--- config.mk ---
export PLATFORM = sky130hd
export DESIGN_NAME = register_dump_controller
export DESIGN_NICKNAME = d
export VERILOG_FILES = /design/src/rtl/mips_debug_pkg.sv /design/src/rtl/word_byte_serializer.sv /design/src/rtl/register_dump_controller.sv
export SDC_FILE = /design/constraint.sdc
export NUM_CORES = 1
export LEC_CHECK = 0
export ABC_AREA = 1
export CORE_UTILIZATION = 48
export CTS_CLUSTER_SIZE = 40
export DETAILED_ROUTE_END_ITERATION = 6
export PLACE_DENSITY = 0.76
export SLEW_MARGIN = 20
export SYNTH_ARGS = -nofsm -noshare
export SYNTH_HDL_FRONTEND = slang
export SYNTH_SLANG_ARGS = --single-unit
--- constraint.sdc ---
create_clock -name i_clock -period 1.7 [get_ports i_clock]
set_input_delay 0.255 -clock i_clock [delete_from_list [all_inputs] [get_ports i_clock]]
set_output_delay 0.255 -clock i_clock [all_outputs]
set_load 0.02 [all_outputs]
--- src/rtl/mips_debug_pkg.sv ---
// Shared debug-unit definitions: dump FSM state encoding and stream geometry.
package mips_debug_pkg;

    localparam int NB_DATA        = 32;
    localparam int NB_BYTE        = 8;
    localparam int BYTES_PER_WORD = NB_DATA / NB_BYTE;
    localparam int N_REGISTERS    = 32;
    localparam int NB_REGISTER    = 5;

    typedef enum logic [2:0] {
        S_IDLE     = 3'd0,
        S_HALT_REQ = 3'd1,
        S_SELECT   = 3'd2,
        S_LATCH    = 3'd3,
        S_SEND     = 3'd4,
        S_DONE     = 3'd5
    } state_t;

endpackage

--- src/rtl/word_byte_serializer.sv ---
// Holds one register word and presents it MSB-first, one byte at a time;
// advances on an accepted byte and flags the final byte of the word.
module word_byte_serializer #(
    parameter int NB_DATA = 32,
    parameter int NB_BYTE = 8
) (
    input  logic               i_clock,
    input  logic               i_reset,
    input  logic               i_load,
    input  logic [NB_DATA-1:0] i_word,
    input  logic               i_advance,
    output logic [NB_BYTE-1:0] o_byte,
    output logic               o_last
);

    localparam int BYTES_PER_WORD = NB_DATA / NB_BYTE;
    localparam int NB_BYTE_IDX    = (BYTES_PER_WORD > 1) ? $clog2(BYTES_PER_WORD) : 1;
    localparam logic [NB_BYTE_IDX-1:0] LAST_IDX = NB_BYTE_IDX'(BYTES_PER_WORD - 1);

    logic [NB_DATA-1:0]     capture;
    logic [NB_BYTE_IDX-1:0] byte_idx;

    always_ff @(posedge i_clock) begin
        if (!i_reset) begin
            capture  <= '0;
            byte_idx <= '0;
        end else if (i_load) begin
            capture  <= i_word;
            byte_idx <= '0;
        end else if (i_advance) begin
            capture  <= capture << NB_BYTE;
            byte_idx <= byte_idx + 1'b1;
        end
    end

    assign o_byte = capture[NB_DATA-1 -: NB_BYTE];
    assign o_last = (byte_idx == LAST_IDX);

endmodule

--- src/rtl/register_dump_controller.sv ---
// Debug sequencer: halts the pipeline, borrows bank read port 0 and streams
// every register MSB-first over a valid/ready byte interface.
module register_dump_controller #(
    parameter int NB_DATA     = mips_debug_pkg::NB_DATA,
    parameter int N_REGISTERS = mips_debug_pkg::N_REGISTERS,
    parameter int NB_REGISTER = mips_debug_pkg::NB_REGISTER,
    parameter int NB_BYTE     = mips_debug_pkg::NB_BYTE
) (
    input  logic                   i_clock,
    input  logic                   i_reset,
    input  logic                   i_start,
    input  logic                   i_halted,
    output logic                   o_halt_req,
    output logic                   o_bank_grant,
    output logic                   o_bank_valid,
    output logic [NB_REGISTER-1:0] o_read_reg_sel,
    input  logic [NB_DATA-1:0]     i_read_reg_data,
    output logic [NB_BYTE-1:0]     o_tx_data,
    output logic                   o_tx_valid,
    input  logic                   i_tx_ready,
    output logic                   o_busy,
    output logic                   o_done,
    output mips_debug_pkg::state_t o_state
);

    import mips_debug_pkg::*;

    // Handshake: a byte transfers on a posedge where o_tx_valid && i_tx_ready;
    // once raised, o_tx_valid and o_tx_data stay put until that transfer.

    localparam logic [NB_REGISTER-1:0] LAST_REG = NB_REGISTER'(N_REGISTERS - 1);

    state_t                 state;
    state_t                 state_next;
    logic [NB_REGISTER-1:0] reg_idx;
    logic                   reg_inc;
    logic                   reg_clr;
    logic                   load;
    logic                   advance;
    logic                   last_byte;

    always_ff @(posedge i_clock) begin
        if (!i_reset) begin
            state   <= S_IDLE;
            reg_idx <= '0;
        end else begin
            state <= state_next;
            if (reg_clr)
                reg_idx <= '0;
            else if (reg_inc)
                reg_idx <= reg_idx + 1'b1;
        end
    end

    always_comb begin
        state_next     = state;
        o_halt_req     = 1'b0;
        o_bank_grant   = 1'b0;
        o_bank_valid   = 1'b0;
        o_read_reg_sel = '0;
        o_tx_valid     = 1'b0;
        o_busy         = 1'b1;
        o_done         = 1'b0;
        load           = 1'b0;
        advance        = 1'b0;
        reg_inc        = 1'b0;
        reg_clr        = 1'b0;
        case (state)
            S_IDLE: begin
                o_busy  = 1'b0;
                reg_clr = 1'b1;
                if (i_start)
                    state_next = S_HALT_REQ;
            end
            S_HALT_REQ: begin
                o_halt_req = 1'b1;
                if (i_halted)
                    state_next = S_SELECT;
            end
            S_SELECT: begin
                o_halt_req     = 1'b1;
                o_bank_grant   = 1'b1;
                o_bank_valid   = 1'b1;
                o_read_reg_sel = reg_idx;
                state_next     = S_LATCH;
            end
            S_LATCH: begin
                o_halt_req     = 1'b1;
                o_bank_grant   = 1'b1;
                o_bank_valid   = 1'b1;
                o_read_reg_sel = reg_idx;
                load           = 1'b1;
                state_next     = S_SEND;
            end
            S_SEND: begin
                o_halt_req     = 1'b1;
                o_bank_grant   = 1'b1;
                o_bank_valid   = 1'b1;
                o_read_reg_sel = reg_idx;
                o_tx_valid     = 1'b1;
                advance        = i_tx_ready;
                if (i_tx_ready && last_byte) begin
                    if (reg_idx == LAST_REG) begin
                        state_next = S_DONE;
                    end else begin
                        reg_inc    = 1'b1;
                        state_next = S_SELECT;
                    end
                end
            end
            S_DONE: begin
                o_halt_req     = 1'b1;
                o_bank_grant   = 1'b1;
                o_bank_valid   = 1'b1;
                o_read_reg_sel = reg_idx;
                o_done         = 1'b1;
                state_next     = S_IDLE;
            end
            default: state_next = S_IDLE;
        endcase
    end

    word_byte_serializer #(
        .NB_DATA (NB_DATA),
        .NB_BYTE (NB_BYTE)
    ) u_serializer (
        .i_clock   (i_clock),
        .i_reset   (i_reset),
        .i_load    (load),
        .i_word    (i_read_reg_data),
        .i_advance (advance),
        .o_byte    (o_tx_data),
        .o_last    (last_byte)
    );

    assign o_state = state;

endmodule

-- Yosys cells after proc, flatten, opt, wreduce, memory -nomap -nowiden
Index checks and enable logic that the tools add are counted.
- add/sub/neg operators: 2
- eq/ne operators: 10
- mux-type cells: 19
- bitwise operators: 1
- reduce and logical (&&, ||, !) cells: 8
- operators with widths (kind ; count):
    $mux 32 ; 2
    $pmux 3 s5 ; 1
    $mux 3 ; 4
    $mux 1 ; 11
    $eq 3x2->1 const B ; 2
    $eq 3x3->1 const B ; 2
    $ne 2x2->1 const B ; 3
    $add 5x1->5 const B ; 1
    $eq 5x5->1 const B ; 1
    $mux 5 ; 1
    $reduce_or 5->1 ; 1
    $reduce_or 2->1 ; 2
    $reduce_or 4->1 ; 1
    $eq 3x1->1 const B ; 1
    $logic_not 3->1 ; 1
    $reduce_and 3->1 ; 1
    $add 2x1->2 const B ; 1
    $eq 2x2->1 const B ; 1
    $reduce_bool 2->1 ; 1
    $logic_and 1x1->1 ; 1
    $not 1->1 ; 1
- register bits after elaboration: 42
- bits of input ports: 37
- output and inout port bits: 22
- word-level logic and storage cells: 44

-- Longest topological paths before layout
Gate-level depths: netlist (run 1).
- word-level depth: 4
- mapped depth: 10

-- Modules after synthesis
From an unflattened synthesis (run 1), not the netlist that was laid out.
- cell total of the unflattened synthesis: 342
- area total of the unflattened synthesis: 2254.7 µm²
- modules (own cells, without submodules) (module ; instances ; cells each ; area an instance (µm²) ; seq. area each (µm²)):
    word_byte_serializer ; 1 ; 244 ; 1672.9 ; 680.7
    register_dump_controller ; 1 ; 98 ; 581.8 ; 160.2

-- Worst setup path after synthesis (run 1)
Ideal clock, no wire load.
- kind: reg2out
- from: reg state[1] (netlist: o_state[1])
- to: out o_bank_valid
- arrival: 1.243 ns
- setup slack: 0.202 ns
- cell stages (with the launch flop): 7
- path buffers: 2
- cell sequence: dfxtp_1 > buf_6 > nor2_1 > inv_1 > nand2_1 > inv_1 > buf_4
- longest elaborated chain between the ends: 3
- elaborated cells on any way between the ends: 6
- ends and longest elaborated chain (item ; RTL line ; RTL):
    from (decl) ; register_dump_controller.sv:33 ; state_t state;
    from (signal assigned) ; register_dump_controller.sv:47 ; state <= state_next;
    $eq 3x3->1 / $eq 3x2->1 (equally long branches) ; - ;
    $reduce_or 4->1 (no source line) (*) ; - ;
    $mux 1 (*) ; - ;
    to (decl) ; register_dump_controller.sv:15 ; output logic o_bank_valid,
Every way passes the cells marked *; elsewhere a longest branch is shown, timed or not.

-- Worst setup path in the final report (run 1)
- from: reg state[2] (netlist: o_state[2])
- to: out o_tx_valid
- longest elaborated chain between the ends: 2
- ends and longest elaborated chain (item ; RTL line ; RTL):
    $eq 3x3->1 ; register_dump_controller.sv:68 ; case (state)
    $mux 1 ; register_dump_controller.sv:68 ;
    to (decl) ; register_dump_controller.sv:19 ; output logic o_tx_valid,
Every way passes these cells.

==> run_results.csv, run 1 <==
group,metric,value,unit
run_status,status,"completed",
pwr,cellLeakagePower,1.19,nW
pwr,switchingPower,1.16,mW
synth,netlist.top_cell.by_area,"dfxtp_1",
placement,port_buffers,58,
sta,drv_slew,0,
pwr,vdd_ir_drop_max,0.528,mV
route,dr.pass1.iters,4,
cts,htree_num_levels,2,
cells_and_area,multi_input_area,1080,um2
route,route.detailed.drc,0,
global_route,met3_usage,4.94,%
sta,fin_worst_skew,0.00413,ns
cells_and_area,nFillCells,403,
placement,dpl.hpwl,3.43,mm
setup_path,r2r_cells,10,
route,drt.antenna.violating_nets,0,
die,io_pins,59,
synth,synth.distinct_cells,23,
global_route,globalRouteMet1Util,27.4,%
setup_path,r2r-end,"reg_idx[1]",
global_route,track_usage,21.0,%
die,die_area,4830,um2
cts,root_buffer,"clkbuf_8",
route,viasPerCell,4.89,
placement,place_congestion,0.844,
pwr,comb_power_share,41.6,%
sta,max_freq,615,MHz
cts,cts_tree,"built",
cells_and_area,syn_to_final_growth,30.2,%
cts,cts_setup_buffers,0,
synth,yosysSeqAreaShare,38.5,%
pwr,power,3.05,mW
sta,period_share,95.6,%
global_route,grt.overflow.total,0,
setup_path,path_class,"reg -> out",
cts,clk_pin_slew_worst_paths,0.07,ns
synth,synth_area_leaders,"dfxtp_1, nand2_1, a21oi_1",
setup_path,critPathMaxFanout,5,
setup_path,cp-startpoint,"o_state[2]",
synth,netlist_instances,329,
die,coreArea,4350,um2
setup_path,crit-reg2reg-launch,"reg_idx[0]",
pwr,pwr-share-seq,37.0,%
setup_path,crit_end,"o_tx_valid",
run,drv_cap,0,
global_route,top_usage_layer,"met2",
global_route,grt_start_max_net_pins,29,
setup_path,end_kind,"output pin",
sta,min_period,1.63,ns
cts,cts.sinks,42,
sta,slew_headroom,78.9,%
cts,clk_path_buf_depth,2,
route,drt_iter0_markers,109,
synth,synth-seq-cells,42,
global_route,grt_pass1_wl,8.32,mm
synth,syn-num-nets,369,
worst_hold_path,holdCritPathClass,"reg -> reg",
die,start_util,50.2,%
setup_path,crit_path_start_kind,"flop",
setup_path,cp_data_arrival_time,1.37,ns
cts,cts_buffers,5,
pwr,switching_share,38.2,%
sta,rsz0062_at_grt,"true",
cells_and_area,seq_area,845,um2
global_route,grt_pass1_vias,1916,
die,rows,24,
cells_and_area,antenna_cells,0,
pwr,power_density,1070,nW/um2
setup_path,rrSetupSlack,0.13,ns
global_route,antenna_found_initial,0,
die,die-height,69.5,um
global_route,met2_usage,34.7,%
synth,synth_area,2190,um2
synth,synth_top_area_share,38.5,%
synth,yosysWarningCount,0,
setup_path,required,1.44,ns
route,vias,2125,
route,wl_per_cell,10.7,um
placement,post-place-ws,0.0438,ns
sta,worst_slack,0.0744,ns
pwr,clockPowerShare,21.4,%
sta,hold_viol,0,
die,die_w,69.5,um
sta,setup_viol,0,
synth,syn_avg_cell_area,6.64,um2
route,wirelength,4.65,mm
cts,clock_latency,0.29,ns
sta,tightest_slew,0.316,ns
cells_and_area,nNetsFinal,422,
cells_and_area,layout-drive-gt1-share,9.66,%
pwr,internal_power,1.88,mW
registers in the layout (all words and copies together) (netlist names):
name                   cells
u_serializer.capture      32
u_serializer.byte_idx      2
reg_idx                    5
o_state                    3
layout by cell type (no fill, tap or decap), types with 3 or more instances in the layout:
| master | instances |
|---|---|
| nand3_1 | 30 |
| dlygate4sd2_1 | 10 |
| dfxtp_1 | 39 |
| inv_1 | 16 |
| ha_1 | 3 |
| clkbuf_8 | 6 |
| buf_4 | 15 |
| dfxtp_2 | 3 |
| clkdlybuf4s50_1 | 46 |
| nand2_1 | 138 |
| a21oi_1 | 39 |
| nor2_1 | 15 |
| o21ai_0 | 4 |
critical path: stages, from the launching register on:
cell and delay [ns]:
dfxtp_2 0.38, buf_4 0.16, nand2_1 0.10, inv_1 0.11, dlygate4sd2_1 0.34
synthesized netlist by cell type:
master	n
a21oi_1	39
xor2_1	1
inv_4	1
ha_1	3
nor2_1	15
nand3_2	2
inv_2	1
nor3_1	1
nand2_2	1
inv_1	16
nor2_4	1
nand2_1	139
nor2_2	1
nand3_4	1
buf_2	3
nand3_1	30
buf_4	20
o21ai_0	4
nand3b_1	1
nand4_1	2
clkbuf_1	3
dfxtp_1	42
buf_6	2
metal layers:
layer	part of all wire, %	wire length [um]
met1	46	2150
met2	49	2290
met3	3.6	169
met4	0.90	42
met5	0	0
power by group through the flow:
stage	logic [mW]	registers [mW]	clock network, mW
after floorplan	0.884	1.14	0
after detailed placement	1.33	1.14	0
after global routing	1.41	1.14	0.714
after global placement	1.32	1.14	0
after CTS	1.27	1.12	0.669
final	1.27	1.13	0.651
kinds of logic (layout without fill, tap and decap cells):
family / count (synthesis) / after routing / synth area share [%]
flip-flops: 42 / 42 / 38.5
buffers and inverters: 46 / 100 / 12.3
adder cells (fa/ha/maj): 3 / 3 / 1.72
AND/OR/NAND/NOR: 194 / 194 / 37.3
XOR/XNOR: 1 / 1 / 0.401
AO/OA/AOI/OAI: 43 / 43 / 9.85
metrics by stage:
step	area [um2]	hold slack (ns)	util, %	cells	TNS (ns)
6_report	2850	0.452	65.3	435	0
3_5_place_dp	2770	0.445	63.5	427	0
3_3_place_gp	2770	0.435	63.5	427	0
5_1_grt	2850	0.487	65.3	435	-0.00683
2_1_floorplan	2190	0.375	-	329	0
4_1_cts	2840	0.455	65.3	435	0
layout make-up:
class                      count  share of cell area [%]
clock inverter                 1                   0.176
inverter                      18                    2.46
tap                           52                    2.29
clock buffer                   7                    3.03
timing repair buffer          74                    24.3
multi-input combinational    241                    38.1
sequential                    42                    29.7
worst min-delay path by stage:
stage / slack (ns) / cells after the start / start / end
global route: 0.49 / 2 / u_serializer.capture[7] / u_serializer.capture[7]
CTS: 0.46 / 2 / u_serializer.byte_idx[1] / u_serializer.byte_idx[1]
finish: 0.45 / 2 / u_serializer.byte_idx[1] / u_serializer.byte_idx[1]
floorplan: 0.38 / 2 / i_reset / o_state[2]
global placement: 0.43 / 2 / u_serializer.byte_idx[1] / u_serializer.byte_idx[1]
detailed placement: 0.44 / 2 / u_serializer.byte_idx[1] / u_serializer.byte_idx[1]
repair_timing:
item | in CTS | in global routing
gates resized for setup | 14 | 7
hold buffers | 0 | 0
endpoints found under the setup margin | 12 | 16
pin swaps | 0 | 0
Note: power is estimated with default switching activity, not from simulation.
==> inputs of run 2 (changes only) <==
- MAX_ROUTING_LAYER: not set -> met4
==> run_results.csv, run 2 (synthesis results as in run 1) <==
group,metric,value,unit
global_route,grt_pass1_wl,8.18,mm
run,drv_cap,0,
route,drt_iter0_markers,118,
die,coreArea,4350,um2
cts,cts_buffers,5,
cells_and_area,largest_reg_flops,32,
cts,ctsHoldBuffers,0,
cts,clk_pin_slew_worst_paths,0.07,ns
pwr,comb_power_share,42.8,%
setup_path,crit-reg2reg-launch,"reg_idx[0]",
setup_path,cpPeakStageDelay,0.39,ns
route,drt.antenna.violating_nets,0,
cells_and_area,syn_to_final_growth,30.2,%
setup_path,crit_chain,"buf_4, inv_4, nor3_1, clkdlybuf4s15_1",
run_status,status,"completed",
cells_and_area,nNetsFinal,423,
pwr,clockPowerShare,19.8,%
worst_hold_path,holdCritPathClass,"reg -> reg",
setup_path,path_class,"reg -> out",
setup_path,required,1.44,ns
global_route,antenna_found_initial,0,
placement,place_congestion,0.871,
sta,period_share,95.6,%
pwr,cellLeakagePower,1.17,nW
worst_hold_path,min_to,"u_serializer.byte_idx[1]",
die,rows,24,
pwr,power_density,1060,nW/um2
setup_path,crit_path_start_kind,"flop",
sta,tns,0,ns
cells_and_area,top_register,"u_serializer.capture",
die,die_area,4830,um2
setup_path,crit_path_top_delay_cell,"dfxtp_1",
sta,drv_slew,0,
sta,holdWs,0.461,ns
sta,fin_worst_skew,0.00553,ns
pwr,switchingPower,1.17,mW
worst_hold_path,min_path_cells,2,
sta,hold_viol,0,
pwr,power,3.01,mW
route,vias,2106,
sta,rsz0062_at_grt,"true",
route,viasPerCell,4.84,
die,die-height,69.5,um
pwr,vdd_ir_drop_max,0.574,mV
sta,max_freq,615,MHz
worst_hold_path,holdCritStartpoint,"u_serializer.byte_idx[1]",
placement,placed_cell_area,2770,um2
die,start_util,50.2,%
global_route,grt.overflow.total,0,
pwr,switching_share,38.9,%
sta,setup_viol,0,
route,dr.pass1.iters,5,
route,route.detailed.drc,0,
setup_path,r2r-end,"reg_idx[3]",
cts,cts_tree,"built",
setup_path,r2r_cells,10,
cells_and_area,layout-drive-gt1-share,9.66,%
sta,slew_headroom,78.7,%
cells_and_area,design_area,2850,um2
route,wirelength,4.74,mm
global_route,track_usage,21.5,%
global_route,grt_start_max_net_pins,29,
route,wl_per_cell,10.9,um
cts,clk_path_buf_depth,2,
placement,dpl.hpwl,3.45,mm
die,io_pins,59,
cells_and_area,antenna_cells,0,
cells_and_area,utilization,65.4,%
placement,port_buffers,58,
global_route,grt_pass1_vias,1885,
pwr,internal_power,1.84,mW
sta,tightest_slew,0.320,ns
cells_and_area,final_common_cell,"nand2_1",
cells_and_area,final_cell_mix,"nand2_1, clkdlybuf4s50_1, dfxtp_1, a21oi_1, nand3_1",
cts,clock_latency,0.29,ns
cts,htree_num_levels,2,
setup_path,critPathMaxFanout,6,
pwr,pwr-share-seq,37.4,%
cts,cts.sinks,42,
cts,root_buffer,"clkbuf_8",
sta,min_period,1.63,ns
die,die_w,69.5,um
setup_path,end_kind,"output pin",
setup_path,cp_data_arrival_time,1.37,ns
setup_path,rrSetupSlack,0.14,ns
run 2: through the flow:
stage | std cells | setup slack, ns
2_1_floorplan | 329 | 0.202
3_3_place_gp | 427 | 0.0482
3_5_place_dp | 427 | 0.0262
4_1_cts | 434 | 0.0329
5_1_grt | 435 | -0.000606
6_report | 435 | 0.0749
run 2: how the worst max path moves through the flow:
stage | start | endpoint | slack, ns | cells after the start
CTS | reg_idx[0] | reg_idx[1] | 0.03 | 10
global placement | o_state[1] | o_read_reg_sel[3] | 0.05 | 5
detailed placement | o_state[0] | o_done | 0.03 | 3
finish | o_state[2] | o_done | 0.07 | 4
floorplan | o_state[1] | o_bank_valid | 0.20 | 6
global route | o_state[2] | o_done | -0.0006 | 4
run 2: critical path, delay by kind of cell, from the launching register on:
kind	cells	cell delay [ns]
buffers and inverters	3	0.55
flip-flops	1	0.39
AND/OR/NAND/NOR	1	0.13
run 2: power by group through the flow:
stage	sequential [mW]	combinational (mW)	clock [mW]
after floorplan	1.14	0.884	0
after global placement	1.14	1.33	0
after detailed placement	1.14	1.35	0
after CTS	1.12	1.29	0.614
after global routing	1.14	1.43	0.669
final	1.13	1.29	0.598
run 2: cell type report:
type / instances / area [um2]
Sequential cell: 42 / 843
Timing Repair Buffer: 75 / 706
Multi-Input combinational cell: 241 / 1090
Tap cell: 52 / 65.1
Fill cell: 430 / 1510
Inverter: 18 / 70.1
Clock buffer: 7 / 76.3
run 2: what timing repair did:
| action | CTS | global route |
|---|---|---|
| buffers inserted | 0 | 1 |
| gates resized for setup | 13 | 14 |
| endpoints found under the setup margin | 12 | 15 |
| pin swaps | 0 | 1 |
run 2: layer usage:
metal / track usage (%) / part of all wire (%)
met1: 26.3 / 45
met2: 35.4 / 50
met3: 5.23 / 4.1
met4: 6.12 / 0.80
met5: - / 0
